<file path="config.mk">
export PLATFORM = sky130hd
export DESIGN_NAME = led_chaser_module
export DESIGN_NICKNAME = d
export VERILOG_FILES = /design/src/rtl/led_chaser_module.sv
export SDC_FILE = /design/constraint.sdc
export NUM_CORES = 1
export LEC_CHECK = 0
export ABC_AREA = 1
export BUFFER_PORTS_ARGS = -buffer_cell sky130_fd_sc_hd__buf_2
export CAP_MARGIN = 20
export CORE_AREA = 2 2 39 41
export DETAILED_ROUTE_END_ITERATION = 10
export DIE_AREA = 0 0 41 43
export PLACE_DENSITY = 0.73
export SYNTH_ARGS = -nofsm -noshare
export SYNTH_HDL_FRONTEND = slang
export SYNTH_SLANG_ARGS = --single-unit
</file>
<file path="constraint.sdc">
create_clock -name CLK -period 1.9 [get_ports CLK]
set_clock_uncertainty 0.05 [all_clocks]
set_input_delay 0.285 -clock CLK [delete_from_list [all_inputs] [get_ports CLK]]
set_output_delay 0.285 -clock CLK [all_outputs]
set_load 0.02 [all_outputs]
</file>
<file path="src/rtl/led_chaser_module.sv">
// rtl/led_chaser_module.sv - LED pattern stepper driven by rising edges of a timing pulse
module led_chaser_module #(
  parameter int WIDTH = 4
) (
  input  logic             CLK,
  input  logic             RSTn,
  input  logic             Pulse_In,
  input  logic             Enable_In,
  input  logic [1:0]       Mode_In,
  output logic [WIDTH-1:0] LED_Out,
  output logic             Step_Done
);

  typedef enum logic [1:0] {
    MODE_LEFT   = 2'd0,
    MODE_RIGHT  = 2'd1,
    MODE_BOUNCE = 2'd2,
    MODE_COUNT  = 2'd3
  } mode_t;

  typedef enum logic {
    DIR_LEFT  = 1'b0,
    DIR_RIGHT = 1'b1
  } dir_t;

  localparam logic [WIDTH-1:0] LED_LSB  = {{(WIDTH-1){1'b0}}, 1'b1};
  localparam logic [WIDTH-1:0] LED_MSB  = {1'b1, {(WIDTH-1){1'b0}}};
  localparam logic [WIDTH-1:0] LED_ZERO = '0;

  logic [WIDTH-1:0] led_q, led_d;
  mode_t            mode_q, mode_d;
  dir_t             dir_q, dir_d;
  logic             pulse_prev_q, pulse_prev_d;
  logic             step_done_q, step_done_d;

  logic             step;
  logic             is_onehot;
  logic [WIDTH-1:0] rot_left;
  logic [WIDTH-1:0] rot_right;
  logic [WIDTH-1:0] shift_left;
  logic [WIDTH-1:0] shift_right;

  // Initial pattern for each mode, loaded on a mode change or on recovery
  function automatic logic [WIDTH-1:0] mode_init(input mode_t m);
    case (m)
      MODE_RIGHT: mode_init = LED_MSB;
      MODE_COUNT: mode_init = LED_ZERO;
      default:    mode_init = LED_LSB;
    endcase
  endfunction

  // Next-state: edge detect, mode reload and per-mode pattern advance
  always_comb begin
    led_d        = led_q;
    mode_d       = mode_q;
    dir_d        = dir_q;
    pulse_prev_d = Pulse_In;
    step_done_d  = 1'b0;

    step        = Pulse_In & ~pulse_prev_q & Enable_In;
    is_onehot   = (led_q != LED_ZERO) && ((led_q & (led_q - LED_LSB)) == LED_ZERO);
    rot_left    = {led_q[WIDTH-2:0], led_q[WIDTH-1]};
    rot_right   = {led_q[0], led_q[WIDTH-1:1]};
    shift_left  = {led_q[WIDTH-2:0], 1'b0};
    shift_right = {1'b0, led_q[WIDTH-1:1]};

    if (step) begin
      step_done_d = 1'b1;
      if (mode_t'(Mode_In) != mode_q) begin
        // A new mode always starts from its own initial pattern
        mode_d = mode_t'(Mode_In);
        led_d  = mode_init(mode_t'(Mode_In));
        dir_d  = DIR_LEFT;
      end else begin
        case (mode_q)
          MODE_LEFT: begin
            led_d = is_onehot ? rot_left : LED_LSB;
          end
          MODE_RIGHT: begin
            led_d = is_onehot ? rot_right : LED_MSB;
          end
          MODE_BOUNCE: begin
            if (!is_onehot) begin
              led_d = LED_LSB;
              dir_d = DIR_LEFT;
            end else if (dir_q == DIR_LEFT) begin
              led_d = shift_left;
              if (shift_left[WIDTH-1]) dir_d = DIR_RIGHT;
            end else begin
              led_d = shift_right;
              if (shift_right[0]) dir_d = DIR_LEFT;
            end
          end
          default: begin
            led_d = led_q + LED_LSB;
          end
        endcase
      end
    end
  end

  // State registers with asynchronous active-low reset
  always_ff @(posedge CLK or negedge RSTn) begin
    if (!RSTn) begin
      led_q        <= LED_LSB;
      mode_q       <= MODE_LEFT;
      dir_q        <= DIR_LEFT;
      pulse_prev_q <= 1'b0;
      step_done_q  <= 1'b0;
    end else begin
      led_q        <= led_d;
      mode_q       <= mode_d;
      dir_q        <= dir_d;
      pulse_prev_q <= pulse_prev_d;
      step_done_q  <= step_done_d;
    end
  end

  assign LED_Out   = led_q;
  assign Step_Done = step_done_q;

endmodule

</file>
### Word-level counts from Yosys, hierarchy flattened

Cells that the tools add are included.

| word-level totals | value |
|---|---|
| flip-flop bits (word level) | 9 |
| output and inout bits | 5 |
| word-level logic and storage cells | 37 |
| bits of input ports | 6 |

| operators by class | value |
|---|---|
| bitwise gates (word level) | 4 |
| mux-type cells | 14 |
| add/sub/neg operators | 2 |
| equal/unequal tests | 5 |
| reduce and logical (&&, ||, !) cells | 7 |

Operator list:

| cell | number |
|---|---|
| $mux W4 | 5 |
| $pmux W4 S3 | 1 |
| $pmux W4 S2 | 1 |
| $mux W1 | 7 |
| $add A4 B1 Y4 const B | 1 |
| $and A4 B4 Y4 | 1 |
| $eq A2 B1 Y1 const B | 2 |
| $eq A2 B2 Y1 const B | 2 |
| $logic_not A4 Y1 | 1 |
| $reduce_and A2 Y1 | 2 |
| $reduce_bool A4 Y1 | 1 |
| $sub A4 B1 Y4 const B | 1 |
| $and A1 B1 Y1 | 2 |
| $logic_not A2 Y1 | 1 |
| $ne A2 B2 Y1 | 1 |
| $reduce_bool A2 Y1 | 1 |
| $logic_and A1 B1 Y1 | 1 |
| $not A1 Y1 | 1 |

### Depth between registers and ports, before layout

Gate-level depths: netlist of run 1.

| logic depth | value |
|---|---|
| depth after elaboration | 7 |
| gate-level depth with buffers | 12 |
| mapped depth without buffers | 12 |

### Worst setup path after synthesis of run 1

No wires, ideal clock.

| timing | value |
|---|---|
| path type | register -> register |
| from | register led_q[0] (netlist: LED_Out[0]) |
| to | register led_q[3] (netlist: LED_Out[3]) |
| library setup time | 124 ps |
| period minus slack after synthesis | 1636 ps |
| data required time | 1726 ps |
| arrival time | 1463 ps |
| cell stages (with the launch flop) | 11 |
| slack | 264 ps |
| path through | dfstp_2 inv_1 ha_1 nand2_2 nor2_2 nor2_4 nand3_1 nand2_1 nand3_1 nand2_1 nand2_1 |

| on the way | value |
|---|---|
| cells in the longest elaborated chain, start to end | 7 |

Ends and longest elaborated chain:

| item | RTL line | source |
|---|---|---|
| from (decl) | 30 | `logic [WIDTH-1:0] led_q, led_d;` |
| from (signal assigned) | 111 | `led_q <= led_d;` |
| $sub A4 B1 Y4 | 61 | `is_onehot = (led_q != LED_ZERO) && ((led_q & (led_q - LED_LSB)) == LED_ZERO);` |
| $and A4 B4 Y4 | 61 |  |
| $logic_not A4 Y1 | 61 |  |
| $logic_and A1 B1 Y1 | 61 |  |
| $mux W4 (on tied branches) | 83, 77, 80 |  |
| $pmux W4 S3 (*) | 75 | `case (mode_q)` |
| $mux W4 (*) | 69 | `if (mode_t'(Mode_In) != mode_q) begin` |

Mark *: on every way between the ends. The rest lies on a longest branch, timed or not.
A chain may end at the register's enable or synchronous reset.

### Worst setup path after layout of run 1

Ends and elaborated chain as after synthesis.

==> report_table.html, run 1 <==
<table>
<tr><th>Metric</th><th>Value</th></tr>
<tr><th colspan="2">Status</th></tr>
<tr><td>Outcome</td><td>finished clean</td></tr>
<tr><th colspan="2">Clocking</th></tr>
<tr><td>CTS Buffer Depth</td><td>2</td></tr>
<tr><td>Clock-pin slew reported for the worst setup and hold paths after clock tree synthesis</td><td>around 0.060 ns</td></tr>
<tr><td>Clock sink count</td><td>9</td></tr>
<tr><td>Clock tree from TritonCTS</td><td>yes</td></tr>
<tr><td>CTS Buf Count</td><td>3</td></tr>
<tr><td>Cell chosen for the clock root</td><td>clkbuf_4</td></tr>
<tr><td>Source-to-sink clock delay at the later pin of the worst-skew pair</td><td>about 0.27 ns</td></tr>
<tr><td>Level count of the clock H-tree</td><td>1</td></tr>
<tr><td>Total setup buffers inserted after CTS</td><td>0</td></tr>
<tr><th colspan="2">Setup path</th></tr>
<tr><td>Signal arrival time at the worst endpoint</td><td>between 1.5 and 2 ns</td></tr>
<tr><td>Slowest cell on the critical path</td><td>dfstp_2</td></tr>
<tr><td>WP data required</td><td>2.00 ns</td></tr>
<tr><td>Reg-to-reg critical path endpoint</td><td>LED_Out[3]</td></tr>
<tr><td>Worst-case reg-to-reg path depth</td><td>10</td></tr>
<tr><td>Startpoint of the lowest-slack register-to-register path</td><td>LED_Out[0]</td></tr>
<tr><td>Category of the critical setup timing path</td><td>flip-flop to flip-flop</td></tr>
<tr><td>Kind of end point of the critical path</td><td>flip-flop</td></tr>
<tr><td>Most numerous cell on the critical path</td><td>nand2_1</td></tr>
<tr><td>R2R Setup Slk</td><td>0.19 ns</td></tr>
<tr><td>Worst path bufs/invs</td><td>1</td></tr>
<tr><td>Stages on worst setup path</td><td>10</td></tr>
<tr><td>Cell Chain, Critical Path</td><td>inv_1 -&gt; ha_1 -&gt; nand2_2 -&gt; nor2_2 -&gt; nor2_4 -&gt; nand3_1 -&gt; nand2_1 -&gt; nand3_1 -&gt; nand2_1 -&gt; nand2_1</td></tr>
<tr><td>Gate family responsible for the most delay along the worst path</td><td>simple AND/OR/NAND/NOR gates</td></tr>
<tr><td>Critical path origin</td><td>LED_Out[0]</td></tr>
<tr><td>Delay of the slowest cell on the worst path</td><td>just under 0.6 ns</td></tr>
<tr><td>Critical Path End</td><td>LED_Out[3]</td></tr>
<tr><td>Maximum fanout along the worst path</td><td>7</td></tr>
<tr><td>Startpoint kind of the worst setup timing path</td><td>flip-flop</td></tr>
<tr><th colspan="2">STA</th></tr>
<tr><td>Slew headroom</td><td>between 70% and 80%</td></tr>
<tr><td>Setup tns final</td><td>0 ns</td></tr>
<tr><td>Fraction of the cycle the final worst path needs</td><td>90.2%</td></tr>
<tr><td>Min Clock Period, post-route</td><td>between 1.5 and 2 ns</td></tr>
<tr><td>Maximum clock frequency</td><td>roughly 580 MHz</td></tr>
<tr><td>Slack of the critical path</td><td>between 0.15 and 0.2 ns</td></tr>
<tr><td>Slew Limit Fails</td><td>0</td></tr>
<tr><td>Transition time at the pin with the least slew margin</td><td>roughly 0.36 ns</td></tr>
<tr><td>Setup repair after global routing missed its margin</td><td>false</td></tr>
<tr><td>Final hold vios</td><td>0</td></tr>
<tr><td>Worst hold slack after final layout</td><td>roughly 0.079 ns</td></tr>
<tr><td>Finish-stage setup viols</td><td>0</td></tr>
<tr><th colspan="2">Drt</th></tr>
<tr><td>Via count</td><td>roughly 690</td></tr>
<tr><td>DR WL/cell</td><td>about 13 µm</td></tr>
<tr><td>Final routed DRC violation total</td><td>0</td></tr>
<tr><td>First-pass iteration count of the detailed router</td><td>4</td></tr>
<tr><td>Count of routing violations after the opening detailed-route iteration</td><td>24</td></tr>
<tr><td>Sum of routed wire length over all layers</td><td>roughly 1600 µm</td></tr>
<tr><td>Routed Antenna Nets</td><td>0</td></tr>
<tr><td>Via density per instance</td><td>~5.5</td></tr>
<tr><th colspan="2">Synth</th></tr>
<tr><td>Average cell area after synthesis</td><td>approximately 7 µm²</td></tr>
<tr><td>Top-area cell type share of the netlist area</td><td>between 20% and 30%</td></tr>
<tr><td>Share of synthesized area occupied by flip-flops and latches</td><td>between 30% and 40%</td></tr>
<tr><td>Library cell with the largest summed area after synthesis</td><td>dfrtp_1</td></tr>
<tr><td>Summed instance area of the synthesized netlist</td><td>roughly 680 µm²</td></tr>
<tr><td>Number of unique standard cell types used by synthesis</td><td>19</td></tr>
<tr><td>Number of instances in the synthesized netlist</td><td>96</td></tr>
<tr><td>Async set or reset register ratio after synthesis</td><td>100%</td></tr>
<tr><td>Top post-synthesis cells by area</td><td>dfrtp_1 29%, nand2_1 13%, a21oi_1 8.1%</td></tr>
<tr><td>Register bit total from synthesis</td><td>9</td></tr>
<tr><td>Synthesized netlist net count</td><td>about 100</td></tr>
<tr><td>Synth Warn #</td><td>0</td></tr>
<tr><td>Number of enable flip-flop cells after synthesis</td><td>0</td></tr>
<tr><td>Most used flip-flop cell after synthesis</td><td>dfrtp_1</td></tr>
<tr><th colspan="2">Cells and area</th></tr>
<tr><td>Area added between synthesis and finish</td><td>12.8%</td></tr>
<tr><td>Layout cells sized above 1</td><td>a little under a quarter</td></tr>
<tr><td>Multi-input combinational cell area</td><td>a little under 400 µm²</td></tr>
<tr><td>Filler cell count in the final layout</td><td>~150</td></tr>
<tr><td>Inserted Diodes</td><td>0</td></tr>
<tr><td>Utilization of the core after routing</td><td>a little under three fifths</td></tr>
<tr><td>Final layout net count</td><td>between 100 and 150</td></tr>
<tr><td>FF/Latch Area</td><td>around 230 µm²</td></tr>
<tr><th colspan="2">Floorplan</th></tr>
<tr><td>Die Y-Extent</td><td>approximately 43 µm</td></tr>
<tr><td>Total die area</td><td>between 1500 and 2000 µm²</td></tr>
<tr><td>Die boundary width</td><td>41 µm</td></tr>
<tr><td>Initial cell density of the core</td><td>49.3%</td></tr>
<tr><td>Core area</td><td>1380 µm²</td></tr>
<tr><td>IO Count</td><td>11</td></tr>
<tr><td>Row count</td><td>14</td></tr>
<tr><th colspan="2">Pwr</th></tr>
<tr><td>Total power draw</td><td>between 800 and 900 µW</td></tr>
<tr><td>Peak ir drop on the vdd network</td><td>~0.00053 V</td></tr>
<tr><td>Cell area power density</td><td>between 1000 and 1500 nW/µm²</td></tr>
<tr><td>Pleak</td><td>approximately 0.00039 µW</td></tr>
<tr><th colspan="2">Global routing</th></tr>
<tr><td>Initial antenna violation count</td><td>0</td></tr>
<tr><td>Via count of the first global-routing pass</td><td>between 600 and 700</td></tr>
<tr><td>First-pass GRT wire length</td><td>2630 µm</td></tr>
<tr><td>Grt ovf</td><td>0</td></tr>
<tr><td>Pin count of the biggest net entering global routing</td><td>12</td></tr>
<tr><td>Total track usage</td><td>approximately 23%</td></tr>
<tr><th colspan="2">Min path</th></tr>
<tr><td>Number of cells traversed by the worst hold path</td><td>1</td></tr>
<tr><td>Hold Path Class</td><td>input pin to flip-flop</td></tr>
<tr><td>Launch instance of the worst min-delay path</td><td>Pulse_In</td></tr>
<tr><th colspan="2">Place</th></tr>
<tr><td>Count of buffers inserted at the top-level ports</td><td>10</td></tr>
<tr><td>Post-placement worst setup slack</td><td>0.212 ns</td></tr>
<tr><td>HPWL Detailed</td><td>approximately 1100 µm</td></tr>
<tr><td>RePlAce Congestion</td><td>around 0.84</td></tr>
<tr><th colspan="2">Flow run</th></tr>
<tr><td>Max_cap viols</td><td>0</td></tr>
</table>
==> flip-flops by register name (all words and copies together) (netlist names) <==
register,count
mode_q,2
pulse_prev_q,1
LED_Out,4
dir_q,1
Step_Done,1
==> Yosys cell counts (2+ instances only) <==
| library cell | instances |
|---|---|
| dfrtp_1 | 8 |
| nor2_4 | 2 |
| xnor2_1 | 3 |
| a21oi_1 | 11 |
| inv_1 | 11 |
| inv_2 | 2 |
| nand2_1 | 23 |
| ha_1 | 2 |
| o21ai_1 | 2 |
| nand2_2 | 5 |
| nor2_1 | 7 |
| nand3_1 | 10 |
| nand4_1 | 4 |
==> cell families (layout without fill, tap and decap cells) <==
family,after synthesis,in the layout,synth area share (%)
xor gates and xnor gates,3,3,3.85
and+or+nand+nor,52,52,36.3
DFF,9,9,33.2
AOI/OAI and AO/OA,16,16,12.8
adders and majority gates,2,2,3.67
buffers and inverters,14,28,10.1
==> final cells by class <==
| class | instances | share of cell area, % |
|---|---|---|
| inverters | 13 | 6.34 |
| clock inverters | 1 | 0.650 |
| well taps | 16 | 2.60 |
| flip-flops and latches | 9 | 29.4 |
| repair buffers | 11 | 7.80 |
| clock buffers | 3 | 2.93 |
| multi-input cells | 73 | 50.2 |
==> layout by cell type, fill, tap and decap left out, drive strengths merged <==
cell / n
dlygate4sd3: 1
clkinv: 1
nand2: 28
a21oi: 11
a32oi: 1
o211ai: 1
buf: 10
o21ai: 2
inv: 13
nor2: 10
dfstp: 1
nand3: 10
xnor2: 3
clkbuf: 3
ha: 2
nand4: 4
o22ai: 1
dfrtp: 8
==> stage by stage <==
stage,cell area (µm²),cells
2_1_floorplan,682,96
3_3_place_gp,732,121
3_5_place_dp,732,121
4_1_cts,769,126
5_1_grt,769,126
6_report,769,126
==> timing repair <==
action,CTS,global route
endpoints found under the hold margin,8,0
hold buffers,1,0
gates resized for setup,0,0
==> metal layers <==
layer | part of all wire, % | global-route usage (%)
met1 | 45 | 28.0
met4 | 3.9 | 18.7
met5 | 0 | 0
met2 | 46 | 33.4
met3 | 5.9 | 4.71
==> worst min-delay path by stage <==
stage                        end
floorplan             LED_Out[1]
global placement       Step_Done
detailed placement     Step_Done
CTS                 pulse_prev_q
global route        pulse_prev_q
finish              pulse_prev_q
==> power breakdown <==
| group | total (µW) | internal, µW | leakage (µW) | switching [µW] |
|---|---|---|---|---|
| registers | 304 | 231 | 0.000111 | 72.8 |
| clock network | 153 | 78.0 | 0.0000177 | 74.6 |
| logic | 436 | 155 | 0.000257 | 281 |
| total | 893 | 464 | 0.000386 | 428 |
==> worst reg2reg max path, cell delays in order (launching register included) <==
cell and delay, ns:
dfstp_2 0.59, inv_1 0.10, ha_1 0.25, nand2_2 0.08
nor2_2 0.04, nor2_4 0.17, nand3_1 0.09, nand2_1 0.07
nand3_1 0.06, nand2_1 0.06, nand2_1 0.05
Note: power is estimated with default switching activity, not from simulation.
==> run 2, diff against run 1 <==
--- a/config.mk
+++ b/config.mk
@@ -8,10 +8,9 @@
 export ABC_AREA = 1
 export BUFFER_PORTS_ARGS = -buffer_cell sky130_fd_sc_hd__buf_2
 export CAP_MARGIN = 20
-export CORE_AREA = 2 2 39 41
+export CORE_MARGIN = 2
+export CORE_UTILIZATION = 32
 export DETAILED_ROUTE_END_ITERATION = 10
-export DIE_AREA = 0 0 41 43
-export PLACE_DENSITY = 0.73
 export SYNTH_ARGS = -nofsm -noshare
 export SYNTH_HDL_FRONTEND = slang
 export SYNTH_SLANG_ARGS = --single-unit
==> report_table.html, run 2 (synthesis gave the netlist of run 1 again) <==
<table>
<tr><th>Metric</th><th>Value</th></tr>
<tr><th colspan="2">Min path</th></tr>
<tr><td>Launch instance of the worst min-delay path</td><td>Pulse_In</td></tr>
<tr><td>Hold Path Class</td><td>input pin to flip-flop</td></tr>
<tr><th colspan="2">Global routing</th></tr>
<tr><td>Met3 track demand over resource in global routing</td><td>under 10%</td></tr>
<tr><td>Pin count of the biggest net entering global routing</td><td>12</td></tr>
<tr><td>Via count of the first global-routing pass</td><td>around 620</td></tr>
<tr><td>Global route hottest layer</td><td>met1</td></tr>
<tr><td>Global routing met2 resource utilization</td><td>roughly a fifth</td></tr>
<tr><td>Met1 Use GR</td><td>slightly above 20%</td></tr>
<tr><td>Total track usage</td><td>14.4%</td></tr>
<tr><td>First-pass GRT wire length</td><td>2730 µm</td></tr>
<tr><td>Grt ovf</td><td>0</td></tr>
<tr><td>Initial antenna violation count</td><td>0</td></tr>
<tr><th colspan="2">Setup path</th></tr>
<tr><td>Maximum fanout along the worst path</td><td>7</td></tr>
<tr><td>Startpoint kind of the worst setup timing path</td><td>flip-flop</td></tr>
<tr><td>Most numerous cell on the critical path</td><td>nand2_1</td></tr>
<tr><td>Kind of end point of the critical path</td><td>flip-flop</td></tr>
<tr><td>Startpoint of the lowest-slack register-to-register path</td><td>LED_Out[0]</td></tr>
<tr><td>Signal arrival time at the worst endpoint</td><td>approximately 1.8 ns</td></tr>
<tr><td>Gate family responsible for the most delay along the worst path</td><td>simple AND/OR/NAND/NOR gates</td></tr>
<tr><td>Delay of the slowest cell on the worst path</td><td>0.59 ns</td></tr>
<tr><td>WP data required</td><td>approximately 2.0 ns</td></tr>
<tr><td>Worst path bufs/invs</td><td>1</td></tr>
<tr><td>Cell Chain, Critical Path</td><td>inv_1 -&gt; ha_1 -&gt; nand2_2 -&gt; nor2_2 -&gt; nor2_4 -&gt; nand3_1 -&gt; nand2_1 -&gt; nand3_1 -&gt; nand2_1 -&gt; nand2_1</td></tr>
<tr><td>Critical path origin</td><td>LED_Out[0]</td></tr>
<tr><td>Slowest cell on the critical path</td><td>dfstp_2</td></tr>
<tr><td>Category of the critical setup timing path</td><td>flip-flop to flip-flop</td></tr>
<tr><th colspan="2">Clocking</th></tr>
<tr><td>Clock tree from TritonCTS</td><td>yes</td></tr>
<tr><td>Clock-pin slew reported for the worst setup and hold paths after clock tree synthesis</td><td>0.07 ns</td></tr>
<tr><td>Cell chosen for the clock root</td><td>clkbuf_4</td></tr>
<tr><td>Number of buffers inserted by hold repair at cts</td><td>1</td></tr>
<tr><td>Clock sink count</td><td>9</td></tr>
<tr><td>CTS Buffer Depth</td><td>2</td></tr>
<tr><td>CTS Buf Count</td><td>3</td></tr>
<tr><td>Level count of the clock H-tree</td><td>1</td></tr>
<tr><td>Source-to-sink clock delay at the later pin of the worst-skew pair</td><td>between 0.2 and 0.3 ns</td></tr>
<tr><td>Gates resized, CTS repair</td><td>0</td></tr>
<tr><td>Total setup buffers inserted after CTS</td><td>0</td></tr>
<tr><th colspan="2">Floorplan</th></tr>
<tr><td>Total die area</td><td>2520 µm²</td></tr>
<tr><td>Row count</td><td>16</td></tr>
<tr><td>Core area</td><td>a little under 2000 µm²</td></tr>
<tr><td>Die boundary width</td><td>~50 µm</td></tr>
<tr><td>IO Count</td><td>11</td></tr>
<tr><td>Initial cell density of the core</td><td>34.4%</td></tr>
<tr><td>Die Y-Extent</td><td>around 50 µm</td></tr>
<tr><th colspan="2">Pwr</th></tr>
<tr><td>Pleak</td><td>roughly 0.00039 µW</td></tr>
<tr><td>Total power draw</td><td>approximately 900 µW</td></tr>
<tr><td>Cell area power density</td><td>~1100 nW/µm²</td></tr>
<tr><td>Peak ir drop on the vdd network</td><td>0.000585 V</td></tr>
<tr><th colspan="2">STA</th></tr>
<tr><td>Final hold vios</td><td>0</td></tr>
<tr><td>Slew headroom</td><td>roughly 75%</td></tr>
<tr><td>Min Clock Period, post-route</td><td>~1.7 ns</td></tr>
<tr><td>Fraction of the cycle the final worst path needs</td><td>approximately 90%</td></tr>
<tr><td>Setup tns final</td><td>0 ns</td></tr>
<tr><td>Finish-stage setup viols</td><td>0</td></tr>
<tr><td>Setup repair after global routing missed its margin</td><td>false</td></tr>
<tr><td>Slew Limit Fails</td><td>0</td></tr>
<tr><td>Transition time at the pin with the least slew margin</td><td>around 0.37 ns</td></tr>
<tr><td>Maximum clock frequency</td><td>around 600 MHz</td></tr>
<tr><th colspan="2">Place</th></tr>
<tr><td>RePlAce Congestion</td><td>roughly 0.84</td></tr>
<tr><td>HPWL Detailed</td><td>1170 µm</td></tr>
<tr><td>Count of buffers inserted at the top-level ports</td><td>10</td></tr>
<tr><th colspan="2">Cells and area</th></tr>
<tr><td>FF/Latch Area</td><td>between 200 and 250 µm²</td></tr>
<tr><td>Filler cell count in the final layout</td><td>between 200 and 250</td></tr>
<tr><td>Inserted Diodes</td><td>0</td></tr>
<tr><td>Top library cells by usage in the layout, fill and taps aside</td><td>23 x nand2_1, 11 x inv_1, 11 x a21oi_1</td></tr>
<tr><td>Utilization of the core after routing</td><td>~40%</td></tr>
<tr><td>Area added between synthesis and finish</td><td>14.9%</td></tr>
<tr><td>Leading cell type in the layout, fill and taps excluded</td><td>nand2_1</td></tr>
<tr><td>Layout cells sized above 1</td><td>between 20% and 30%</td></tr>
<tr><td>Final layout net count</td><td>between 100 and 150</td></tr>
<tr><td>Number of flip-flops in the largest register</td><td>4</td></tr>
<tr><td>Multi-input combinational cell area</td><td>approximately 390 µm²</td></tr>
<tr><th colspan="2">Drt</th></tr>
<tr><td>Via density per instance</td><td>around 4.9</td></tr>
<tr><td>DR WL/cell</td><td>around 11 µm</td></tr>
<tr><td>Sum of routed wire length over all layers</td><td>roughly 1500 µm</td></tr>
<tr><td>First-pass iteration count of the detailed router</td><td>4</td></tr>
<tr><td>Routed Antenna Nets</td><td>0</td></tr>
<tr><td>Final routed DRC violation total</td><td>0</td></tr>
<tr><td>Via count</td><td>roughly 670</td></tr>
<tr><td>Count of routing violations after the opening detailed-route iteration</td><td>12</td></tr>
<tr><th colspan="2">Status</th></tr>
<tr><td>Outcome</td><td>finished clean</td></tr>
<tr><th colspan="2">Flow run</th></tr>
<tr><td>Max_cap viols</td><td>0</td></tr>
</table>
-- run 2: worst paths after layout --
kind / slack (ns) / cells after the start / endpoint
setup / recovery: 0.20 / 10 / LED_Out[3]
hold / removal: 0.08 / 1 / pulse_prev_q
setup reg to reg: 0.20 / 10 / LED_Out[3]
hold reg to reg: 0.43 / 1 / Step_Done
max in group asynchronous: 1.21 / 2 / LED_Out[0]
min in group asynchronous: 0.34 / 2 / dir_q
-- run 2: layout make-up --
class / count / area share, %
clock inverter: 1 / 0.639
inverter: 13 / 6.23
clock buffer: 3 / 2.88
multi-input combinational: 73 / 49.4
timing repair buffer: 11 / 7.67
sequential: 9 / 28.9
tap: 27 / 4.31
-- run 2: stage by stage --
stage | hold slack [ns] | cells | worst slack, ns | cell area (µm²)
floorplan | -0.0606 | 96 | 0.264 | 682
global placement | 0.102 | 132 | 0.244 | 746
global route | 0.0720 | 137 | 0.0415 | 783
CTS | 0.0754 | 137 | 0.204 | 783
finish | 0.0805 | 137 | 0.199 | 783
detailed placement | 0.101 | 132 | 0.222 | 746
-- run 2: worst register-to-register path, cell delays in order (launching register included) --
cell and delay (ns):
dfstp_2 0.59, inv_1 0.10, ha_1 0.24, nand2_2 0.08, nor2_2 0.04, nor2_4 0.17, nand3_1 0.09, nand2_1 0.06
nand3_1 0.06, nand2_1 0.06, nand2_1 0.05
-- run 2: routing by layer --
layer / share of wire (%) / routed length, µm / up-vias
met5: 0 / 0 / -
met4: 3.2 / 49 / 0
met3: 5.6 / 85 / 5
met2: 42 / 634 / 26
met1: 49 / 746 / 292
li1: - / - / 342
-- run 2: where the power goes --
part | switching [µW] | total [µW] | internal (µW)
registers | 71.2 | 302 | 231
logic | 275 | 430 | 155
clock network | 75.3 | 153 | 78.0
